File: src/rtl/std_8b10b_pkg.sv
// Shared 8b10b receive-path definitions: sync state encoding, comma patterns and K28.5 code groups.
package std_8b10b_pkg;

  typedef enum logic [1:0] {
    SYNC_LOSS      = 2'd0,
    SYNC_SLIP_WAIT = 2'd1,
    SYNC_COMMA_DET = 2'd2,
    SYNC_ACQ       = 2'd3
  } sync_state_e;

  // Comma patterns as seen on code group bits [9:3] (a..g)
  localparam logic [6:0] COMMA_P = 7'b0011111;
  localparam logic [6:0] COMMA_N = 7'b1100000;

  localparam logic [9:0] K28_5_RDN  = 10'h0FA;
  localparam logic [9:0] K28_5_RDP  = 10'h305;
  localparam logic [7:0] K28_5_DATA = 8'hBC;

  // Counter width able to hold 0..n-1, never narrower than one bit
  function automatic int unsigned cnt_width(input int unsigned n);
    return (n > 1) ? $clog2(n) : 1;
  endfunction

endpackage

File: src/rtl/std_8b10b_comma_detect.sv
// Comma match on the raw code group, delayed DEC_LAT cycles so the flag lines up with the decoder outputs.
module std_8b10b_comma_detect
  import std_8b10b_pkg::*;
#(
  parameter int unsigned DEC_LAT = 2
) (
  input  logic       clk,
  input  logic       reset,
  input  logic [9:0] code_group,
  output logic       comma_aligned
);

  logic               comma_c;
  logic [DEC_LAT-1:0] dly;
  logic [2:0]         code_group_unused;

  assign comma_c = (code_group[9:3] == COMMA_P) || (code_group[9:3] == COMMA_N);
  assign code_group_unused = code_group[2:0];

  // Cleared delay line masks detection until it has refilled after reset
  always_ff @(posedge clk) begin
    if (reset) begin
      dly <= '0;
    end else begin
      dly[0] <= comma_c;
      for (int i = 1; i < int'(DEC_LAT); i++) begin
        dly[i] <= dly[i-1];
      end
    end
  end

  assign comma_aligned = dly[DEC_LAT-1];

endmodule

File: src/rtl/std_8b10b_sync_ctrl.sv
// Word-sync controller for the 8b10b receive path: comma acquisition, error-level tracking and bitslip requests.
// Build option: define STD_8B10B_SYNC_DISP_ERR_EN to treat decoder disparity errors as invalid code groups.
module std_8b10b_sync_ctrl
  import std_8b10b_pkg::*;
#(
  parameter int unsigned DEC_LAT      = 2,
  parameter int unsigned COMMA_CNT    = 3,
  parameter int unsigned ERR_CNT_MAX  = 4,
  parameter int unsigned GOOD_CGS     = 4,
  parameter int unsigned SLIP_TIMEOUT = 32,
  parameter int unsigned SLIP_WAIT    = 16
) (
  input  logic       clk,
  input  logic       reset,
  input  logic [9:0] rx_code_group,
  input  logic       dec_k,
  input  logic [7:0] dec_data,
  input  logic       dec_code_err,
  input  logic       dec_disp_err,
  output logic       bitslip,
  output logic       sync_ok,
  output logic [1:0] sync_state,
  output logic       rx_valid,
  output logic [7:0] rx_data,
  output logic       rx_k,
  output logic [2:0] err_level
);

  localparam int unsigned TMR_W  = cnt_width(SLIP_TIMEOUT);
  localparam int unsigned WAIT_W = cnt_width(SLIP_WAIT);
  localparam int unsigned CMA_W  = cnt_width(COMMA_CNT);
  localparam int unsigned GOOD_W = cnt_width(GOOD_CGS);
  localparam int unsigned ERR_W  = 3;

  localparam logic [1:0] ST_LOSS      = SYNC_LOSS;
  localparam logic [1:0] ST_SLIP_WAIT = SYNC_SLIP_WAIT;
  localparam logic [1:0] ST_COMMA_DET = SYNC_COMMA_DET;
  localparam logic [1:0] ST_SYNC_ACQ  = SYNC_ACQ;

  logic [1:0]        state, state_nxt;
  logic [TMR_W-1:0]  timer, timer_nxt;
  logic [WAIT_W-1:0] wait_cnt, wait_nxt;
  logic [CMA_W-1:0]  comma_cnt, comma_nxt;
  logic [GOOD_W-1:0] good_cnt, good_nxt;
  logic [ERR_W-1:0]  err_q, err_nxt;
  logic              slip_nxt;
  logic              sync_ok_nxt;
  logic              rx_valid_nxt;
  logic              comma_aligned;
  logic              invalid_c;

  std_8b10b_comma_detect #(
    .DEC_LAT(DEC_LAT)
  ) u_comma_detect (
    .clk          (clk),
    .reset        (reset),
    .code_group   (rx_code_group),
    .comma_aligned(comma_aligned)
  );

`ifdef STD_8B10B_SYNC_DISP_ERR_EN
  assign invalid_c = dec_code_err | dec_disp_err;
`else
  logic disp_err_unused;
  assign disp_err_unused = dec_disp_err;
  assign invalid_c       = dec_code_err;
`endif

  // Next-state and counter update; invalid code groups win over commas
  always_comb begin
    state_nxt = state;
    timer_nxt = timer;
    wait_nxt  = wait_cnt;
    comma_nxt = comma_cnt;
    good_nxt  = good_cnt;
    err_nxt   = err_q;
    slip_nxt  = 1'b0;

    case (state)
      ST_LOSS: begin
        if (comma_aligned && !invalid_c) begin
          state_nxt = ST_COMMA_DET;
          comma_nxt = CMA_W'(1);
          timer_nxt = '0;
        end else if (timer == TMR_W'(SLIP_TIMEOUT - 1)) begin
          state_nxt = ST_SLIP_WAIT;
          slip_nxt  = 1'b1;
          timer_nxt = '0;
          wait_nxt  = '0;
        end else begin
          timer_nxt = timer + TMR_W'(1);
        end
      end

      ST_SLIP_WAIT: begin
        if (wait_cnt == WAIT_W'(SLIP_WAIT - 1)) begin
          state_nxt = ST_LOSS;
          wait_nxt  = '0;
          timer_nxt = '0;
        end else begin
          wait_nxt = wait_cnt + WAIT_W'(1);
        end
      end

      ST_COMMA_DET: begin
        if (invalid_c) begin
          state_nxt = ST_LOSS;
          comma_nxt = '0;
          timer_nxt = '0;
        end else if (comma_aligned) begin
          if (comma_cnt == CMA_W'(COMMA_CNT - 1)) begin
            state_nxt = ST_SYNC_ACQ;
            comma_nxt = '0;
            err_nxt   = '0;
            good_nxt  = '0;
          end else begin
            comma_nxt = comma_cnt + CMA_W'(1);
          end
        end
      end

      ST_SYNC_ACQ: begin
        if (invalid_c) begin
          good_nxt = '0;
          if (err_q >= ERR_W'(ERR_CNT_MAX - 1)) begin
            err_nxt   = ERR_W'(ERR_CNT_MAX);
            state_nxt = ST_LOSS;
            timer_nxt = '0;
          end else begin
            err_nxt = err_q + ERR_W'(1);
          end
        end else if (err_q != '0) begin
          if (good_cnt == GOOD_W'(GOOD_CGS - 1)) begin
            err_nxt  = err_q - ERR_W'(1);
            good_nxt = '0;
          end else begin
            good_nxt = good_cnt + GOOD_W'(1);
          end
        end else begin
          good_nxt = '0;
        end
      end

      default: begin
        state_nxt = ST_LOSS;
        timer_nxt = '0;
      end
    endcase

    sync_ok_nxt  = (state_nxt == ST_SYNC_ACQ);
    rx_valid_nxt = (state == ST_SYNC_ACQ) && !invalid_c;
  end

  always_ff @(posedge clk) begin
    if (reset) begin
      state     <= ST_LOSS;
      timer     <= '0;
      wait_cnt  <= '0;
      comma_cnt <= '0;
      good_cnt  <= '0;
      err_q     <= '0;
      bitslip   <= 1'b0;
      sync_ok   <= 1'b0;
      rx_valid  <= 1'b0;
      rx_data   <= '0;
      rx_k      <= 1'b0;
    end else begin
      state     <= state_nxt;
      timer     <= timer_nxt;
      wait_cnt  <= wait_nxt;
      comma_cnt <= comma_nxt;
      good_cnt  <= good_nxt;
      err_q     <= err_nxt;
      bitslip   <= slip_nxt;
      sync_ok   <= sync_ok_nxt;
      rx_valid  <= rx_valid_nxt;
      rx_data   <= dec_data;
      rx_k      <= dec_k;
    end
  end

  assign sync_state = state;
  assign err_level  = err_q;

endmodule

File: config.mk
export PLATFORM = sky130hd
export DESIGN_NAME = std_8b10b_sync_ctrl
export DESIGN_NICKNAME = d
export VERILOG_FILES = /design/src/rtl/std_8b10b_pkg.sv /design/src/rtl/std_8b10b_comma_detect.sv /design/src/rtl/std_8b10b_sync_ctrl.sv
export SDC_FILE = /design/constraint.sdc
export NUM_CORES = 1
export LEC_CHECK = 0
export ABC_AREA = 1
export CORE_ASPECT_RATIO = 1.5
export CORE_MARGIN = 3
export CORE_UTILIZATION = 48
export DETAILED_ROUTE_END_ITERATION = 7
export GPL_TIMING_DRIVEN = 0
export PLACE_DENSITY_LB_ADDON = 0.12
export SYNTH_ARGS = -nofsm -noshare
export SYNTH_HDL_FRONTEND = slang
export SYNTH_HIERARCHICAL = 1
export SYNTH_SLANG_ARGS = --single-unit
File: constraint.sdc
create_clock -name clk -period 1.55 [get_ports clk]
set_input_delay 0.2325 -clock clk [delete_from_list [all_inputs] [get_ports clk]]
set_output_delay 0.2325 -clock clk [all_outputs]
set_load 0.03 [all_outputs]
==> results of run 1 <==
==> worst reg2reg max path, stage by stage, from the launching register on <==
cell and delay (ns):
dfxtp_1 0.40, inv_1 0.11, ha_1 0.22, nor2_2 0.14, nand3_2 0.13, nand2_1 0.10
nand2_1 0.05, nand3_1 0.06, nand2_1 0.06, nor2_1 0.09
==> flip-flops by register name (all words and copies together), names as in the netlist <==
register,flops
bitslip,1
u_comma_detect/dly,2
wait_cnt,4
comma_cnt,2
sync_ok,1
rx_data,8
sync_state,2
good_cnt,2
err_level,3
rx_k,1
rx_valid,1
timer,5
==> layer usage <==
metal  part of all wire [%]  vias to the layer above  routed length (µm)
met1                     40                      624                1250
met2                     49                       43                1520
met4                    1.7                        0                  54
met5                      0                        -                   0
li1                       -                      761                   -
met3                    8.6                        6                 267
==> repair_timing <==
item | 4_1_cts | 5_1_grt
setup buffers | 0 | 2
pin swaps | 0 | 3
hold endpoints to repair | 0 | 0
setup endpoints to repair | 4 | 31
gates resized for setup | 4 | 18
==> cell usage in the layout, fill, tap and decap left out, types with 2 or more instances in the layout <==
cell type,instances
a21oi_1,16
buf_4,2
clkbuf_2,2
clkbuf_8,5
clkdlybuf4s50_1,23
clkinvlp_4,2
dfxtp_1,29
dfxtp_2,3
dlygate4sd2_1,4
dlymetal6s2s_1,8
ha_1,6
ha_2,2
inv_1,34
inv_2,2
nand2_1,49
nand2_2,2
nand3_1,16
nand4_1,4
nor2_1,28
nor2_2,2
nor2_4,2
nor3_1,2
o21ai_0,4
or2_2,2
xor2_1,2
==> power groups by stage <==
stage / Sequential, W / Clock (W) / Combinational [W]
after floorplan: 0.000895 / 0 / 0.0000464
after global placement: 0.000870 / 0 / 0.000156
after detailed placement: 0.000871 / 0 / 0.000159
after CTS: 0.000852 / 0.000670 / 0.000159
after global routing: 0.000854 / 0.000714 / 0.000176
final: 0.000852 / 0.000650 / 0.000158
==> final cells by class <==
class                   count  area, µm²  area share [%]
repair buffers             37        380            18.4
clock inverters             3       23.8            1.15
inverters                  36        135            6.55
plain buffers               3       13.8           0.667
flip-flops and latches     32        644            31.2
multi-input cells         144        748            36.3
well taps                  39       48.8            2.37
clock buffers               5       68.8            3.34
==> stage by stage <==
step | utilization, % | TNS, ns | std cells | hold WS, ns | cell area (µm²)
6_report | 69.4 | 0 | 299 | 0.403 | 2060
5_1_grt | 69.4 | -0.0102 | 299 | 0.426 | 2060
4_1_cts | 67.6 | 0 | 297 | 0.405 | 2010
3_5_place_dp | 64.7 | -4.99 | 289 | 0.396 | 1920
3_3_place_gp | 64.7 | -4.52 | 289 | 0.393 | 1920
2_1_floorplan | - | 0 | 215 | 0.295 | 1520
==> worst paths after layout <==
check,slack [ns],to,cells after the start,start
worst min-delay path,0.40,u_comma_detect/dly[1],2,u_comma_detect/dly[0]
worst max-delay path,0.05,rx_data[2],1,rx_data[2]
worst min register to register,0.40,u_comma_detect/dly[1],2,u_comma_detect/dly[0]
worst max register to register,0.11,err_level[0],9,err_level[2]
==> cells by family after synthesis <==
logic type	synth area share [%]
and+or+nand+nor	31.9
xor gates and xnor gates	1.15
buffers and inverters	9.61
adders and majority gates	6.57
DFF	42.1
AOI/OAI and AO/OA	8.71
==> results.yml, run 1 <==
run_status:
  status: "completed"
route:
  antenna_left: 0
  vias_per_cell: 4.80
  remaining_drc_errors: 0
  vias: 1434
  first_iter_violations: 18
  dr.pass1.iters: 4
  routedWlPerCell_um: 10.4
  wl_um: 3100
min_path:
  holdCritPathClass: "register to register"
job:
  drv_cap: 0
synth:
  synth_seq_cells: 32
  ys_types: 24
  synth_nets: 246
  netlist.area_leader.share_pct: 42.1
  avgSynthCellArea_um2: 7.08
  yosysMostFrequentCell: "nand2_1"
  synth_area_leaders: "dfxtp_1, nand2_1, inv_1"
  yosys_warnings: 6
  synthTopCellsByCount: "nand2_1, inv_1, dfxtp_1"
  syn_inst: 215
  syn_area_um2: 1520
  ys.flop_type: "dfxtp_1"
  synthArstFlopShare_pct: 0
  synth_top_cell_by_area: "dfxtp_1"
  synth_edf_count: 0
  ys_seq_area_share_pct: 42.1
grt:
  grt_pass1_wl_um: 5470
  antenna_found_initial: 0
  grt-busiest-layer: "met2"
  track_usage_pct: 19.2
  grt_pass1_vias: 1300
  gr-total-overflow: 0
  grtUsageMet1_pct: 20.8
  grt_start_max_net_pins: 13
  gr-usage-met3_pct: 9.11
  grtUsageMet2_pct: 31.7
sta:
  hold_viol: 0
  fin_crit_sh_pct: 96.6
  skew_ns: 0.00824
  slew_viol_final: 0
  setup_violations: 0
  fin_ws_ns: 0.0526
  max_freq_ghz: 0.668
  worst_pin_slew_ns: 0.372
  max_slew_margin_pct: 75.2
  fin_crit_ns: 1.50
placement:
  hpwl_um: 2370
  place.gp.congestion: 0.864
  portBuffers: 35
  dp_slack_ns: -0.257
clock_network:
  clockBufferDepth: 2
  cts_root_buf: "clkbuf_8"
  cts_num_sinks: 32
  cts_buffers: 5
  clock_latency_ns: 0.29
  ctsHtreeMaxLevel: 2
  cts_hold_buf: 0
  path_clk_slew_ns: 0.07
  cts_tree: "built"
die:
  fp-row-count: 24
  start_util_pct: 51.2
  die_x_um: 52.0
  core_um2: 2970
  num_io_pins: 40
  dieArea_um2: 3900
  die-height_um: 75.0
finish:
  drive_above_1_share_pct: 11.9
  n_fill_cell: 248
  antenna_cells: 0
  nNetsFinal: 290
  area.growth.synth_to_final_pct: 35.5
power_and_ir_drop:
  p_sw_share_pct: 25.3
  clockPowerShare_pct: 39.2
  peakVddDrop_uv: 845
  power_w: 0.00166
  power.internal_w: 0.00124
  pwr-share-seq_pct: 51.3
  p_leak_nw: 1.06
  p_switching_w: 0.000421
  power_density_nw_per_um2: 805
  comb_power_share_pct: 9.5
worst_setup_path:
  critical_path_arrival_ns: 1.26
  cp-start-kind: "register"
  worst-setup-path-type: "register to output port"
  cp_max_fo: 1
  required_ns: 1.32
  critPathSlowestCell: "clkdlybuf4s50_1"
  slowest_delay_ns: 0.67
  worstPathCellList: "clkdlybuf4s50_1"
  path_buf_inv: 1
  end_kind: "output port"
  cpLargestDelayFamily: "buffers and inverters"
Note: power is estimated with default switching activity, not from simulation.
==> run 2, diff against run 1 <==
==> constraint.sdc (replaced) <==
create_clock -name clk -period 1.55 [get_ports clk]
set_input_delay 0.31 -clock clk [delete_from_list [all_inputs] [get_ports clk]]
set_output_delay 0.31 -clock clk [all_outputs]
set_load 0.03 [all_outputs]
==> run 2 against run 1 <==
Compared with the run above: clock skew about the same; combinational power decreased by 4%; first-iteration DRC count unchanged; wire length decreased by 0.23%; sequential share of layout area increased by 0.50 points; cell count unchanged; die area unchanged; register-to-register slack about the same; sequential power about the same; clock-buffer cell count unchanged; non-clock buffer count unchanged; largest cell class unchanged; highest routed layer unchanged.
==> results.yml, run 2 (synthesis gave the netlist of run 1 again) <==
run_status:
  status: "completed"
grt:
  track_usage_pct: 19.1
  antenna_found_initial: 0
  grt_start_max_net_pins: 13
  grt_pass1_vias: 1300
  gr-total-overflow: 0
  grt_pass1_wl_um: 5460
worst_setup_path:
  critical_path_arrival_ns: 1.16
  reg2regPathDepth: 9
  end_kind: "output port"
  worstPathCellList: "clkdlybuf4s15_1"
  path_buf_inv: 1
  cp-start-kind: "register"
  slowest_delay_ns: 0.47
  cpLargestDelayFamily: "flip-flops"
  worst-setup-path-type: "register to output port"
  cp_max_fo: 7
  r2r-start: "err_level[2]"
  reg2reg_to: "err_level[0]"
  required_ns: 1.24
  critPathSlowestCell: "dfxtp_1"
  r2r_setup_slack_ns: 0.11
sta:
  max_slew_margin_pct: 74.4
  fin_ws_ns: 0.0772
  skew_ns: 0.00829
  final.setup.tns_ns: 0
  fin_crit_ns: 1.47
  setup_violations: 0
  fin_crit_sh_pct: 95.0
  hold_viol: 0
  worst_pin_slew_ns: 0.384
  slew_viol_final: 0
  max_freq_ghz: 0.679
job:
  drv_cap: 0
clock_network:
  clock_latency_ns: 0.29
  cts_hold_buf: 0
  cts_root_buf: "clkbuf_8"
  cts_buffers: 5
  cts_num_sinks: 32
  cts_tree: "built"
  clockBufferDepth: 2
  ctsHtreeMaxLevel: 2
  path_clk_slew_ns: 0.07
power_and_ir_drop:
  pwr-share-seq_pct: 51.6
  clockPowerShare_pct: 39.3
  peakVddDrop_uv: 840
  power.internal_w: 0.00123
  p_leak_nw: 0.988
  p_switching_w: 0.000420
  comb_power_share_pct: 9.1
  power_density_nw_per_um2: 813
  p_sw_share_pct: 25.4
die:
  fp-row-count: 24
  die-height_um: 75.0
  dieArea_um2: 3900
  core_um2: 2970
  num_io_pins: 40
  start_util_pct: 51.2
  die_x_um: 52.0
finish:
  top_register: "rx_data"
  antenna_cells: 0
  mostFrequentLayoutCell: "nand2_1"
  seqCellArea_um2: 644
  drive_above_1_share_pct: 11.9
  nNetsFinal: 290
  largestRegisters: "rx_data x8, timer x5, wait_cnt x4"
  n_fill_cell: 258
  area.growth.synth_to_final_pct: 33.4
  layout_common_cells: "nand2_1, inv_1, dfxtp_1"
  multi_input_area_um2: 748
  largest_register_ffs: 8
min_path:
  holdCritPathClass: "register to register"
  hold_path_depth: 2
  hold_start: "u_comma_detect/dly[0]"
  holdPathEnd: "u_comma_detect/dly[1]"
route:
  routedWlPerCell_um: 10.3
  first_iter_violations: 18
  wl_um: 3090
  dr.pass1.iters: 4
  vias: 1442
  antenna_left: 0
  vias_per_cell: 4.82
  remaining_drc_errors: 0
placement:
  portBuffers: 35
  hpwl_um: 2370
  place.gp.congestion: 0.864
  dp_slack_ns: -0.334
-- run 2: cell count changes in the layout (fill, tap and decap cells not counted) --
| cell | previous run | this run |
|---|---|---|
| clkdlybuf4s50_1 | 23 | 17 |
| clkdlybuf4s15_1 | 0 | 1 |
| dlygate4sd2_1 | 4 | 16 |
| dlymetal6s2s_1 | 8 | 1 |
-- run 2: power by group through the flow --
| stage | registers (W) | logic, W | clock network (W) |
|---|---|---|---|
| after global placement | 0.000870 | 0.000156 | 0 |
| after detailed placement | 0.000871 | 0.000159 | 0 |
| final | 0.000852 | 0.000151 | 0.000650 |
| after floorplan | 0.000895 | 0.0000464 | 0 |
| after global routing | 0.000854 | 0.000168 | 0.000714 |
| after CTS | 0.000851 | 0.000151 | 0.000670 |
-- run 2: cell type report --
type                       count  share of cell area, %
multi-input combinational    144                   36.8
buffer                         3                  0.678
clock inverter                 3                   1.17
inverter                      36                   6.65
tap                           39                   2.40
timing repair buffer          37                   17.1
sequential                    32                   31.7
clock buffer                   5                   3.39
-- run 2: repair_timing --
item / in CTS / in global routing
endpoints found under the hold margin: 0 / 0
pin swaps: 0 / 3
buffers inserted: 0 / 2
resized for setup: 19 / 8
endpoints found under the setup margin: 23 / 10
-- run 2: metal layers --
metal / global-route usage (%) / wire length [µm] / vias up / share of wire (%)
met5: 0 / 0 / - / 0
met4: 7.87 / 54 / 0 / 1.7
li1: - / - / 761 / -
met2: 31.7 / 1500 / 45 / 49
met1: 20.8 / 1240 / 630 / 40
met3: 8.91 / 286 / 6 / 9.3
-- run 2: how the worst max path moves through the flow --
stage                   from            end  slack, ns  depth (start not counted)
2_1_floorplan   err_level[1]   err_level[1]       0.03                          8
3_3_place_gp           reset       rx_valid      -0.30                          4
3_5_place_dp           reset   err_level[2]      -0.33                          4
4_1_cts             timer[0]    wait_cnt[0]      0.002                          7
5_1_grt             timer[1]    wait_cnt[0]     -0.009                          8
6_report       sync_state[1]  sync_state[1]       0.08                          1
-- run 2: per-stage QoR --
| stage | hold slack, ns | cells | total power [W] | util (%) | area (µm²) |
|---|---|---|---|---|---|
| 2_1_floorplan | 0.372 | 215 | 0.000941 | - | 1520 |
| 3_3_place_gp | 0.393 | 289 | 0.00103 | 64.7 | 1920 |
| 3_5_place_dp | 0.396 | 289 | 0.00103 | 64.7 | 1920 |
| 4_1_cts | 0.405 | 297 | 0.00167 | 67.2 | 2000 |
| 5_1_grt | 0.426 | 299 | 0.00174 | 68.3 | 2030 |
| 6_report | 0.403 | 299 | 0.00165 | 68.3 | 2030 |
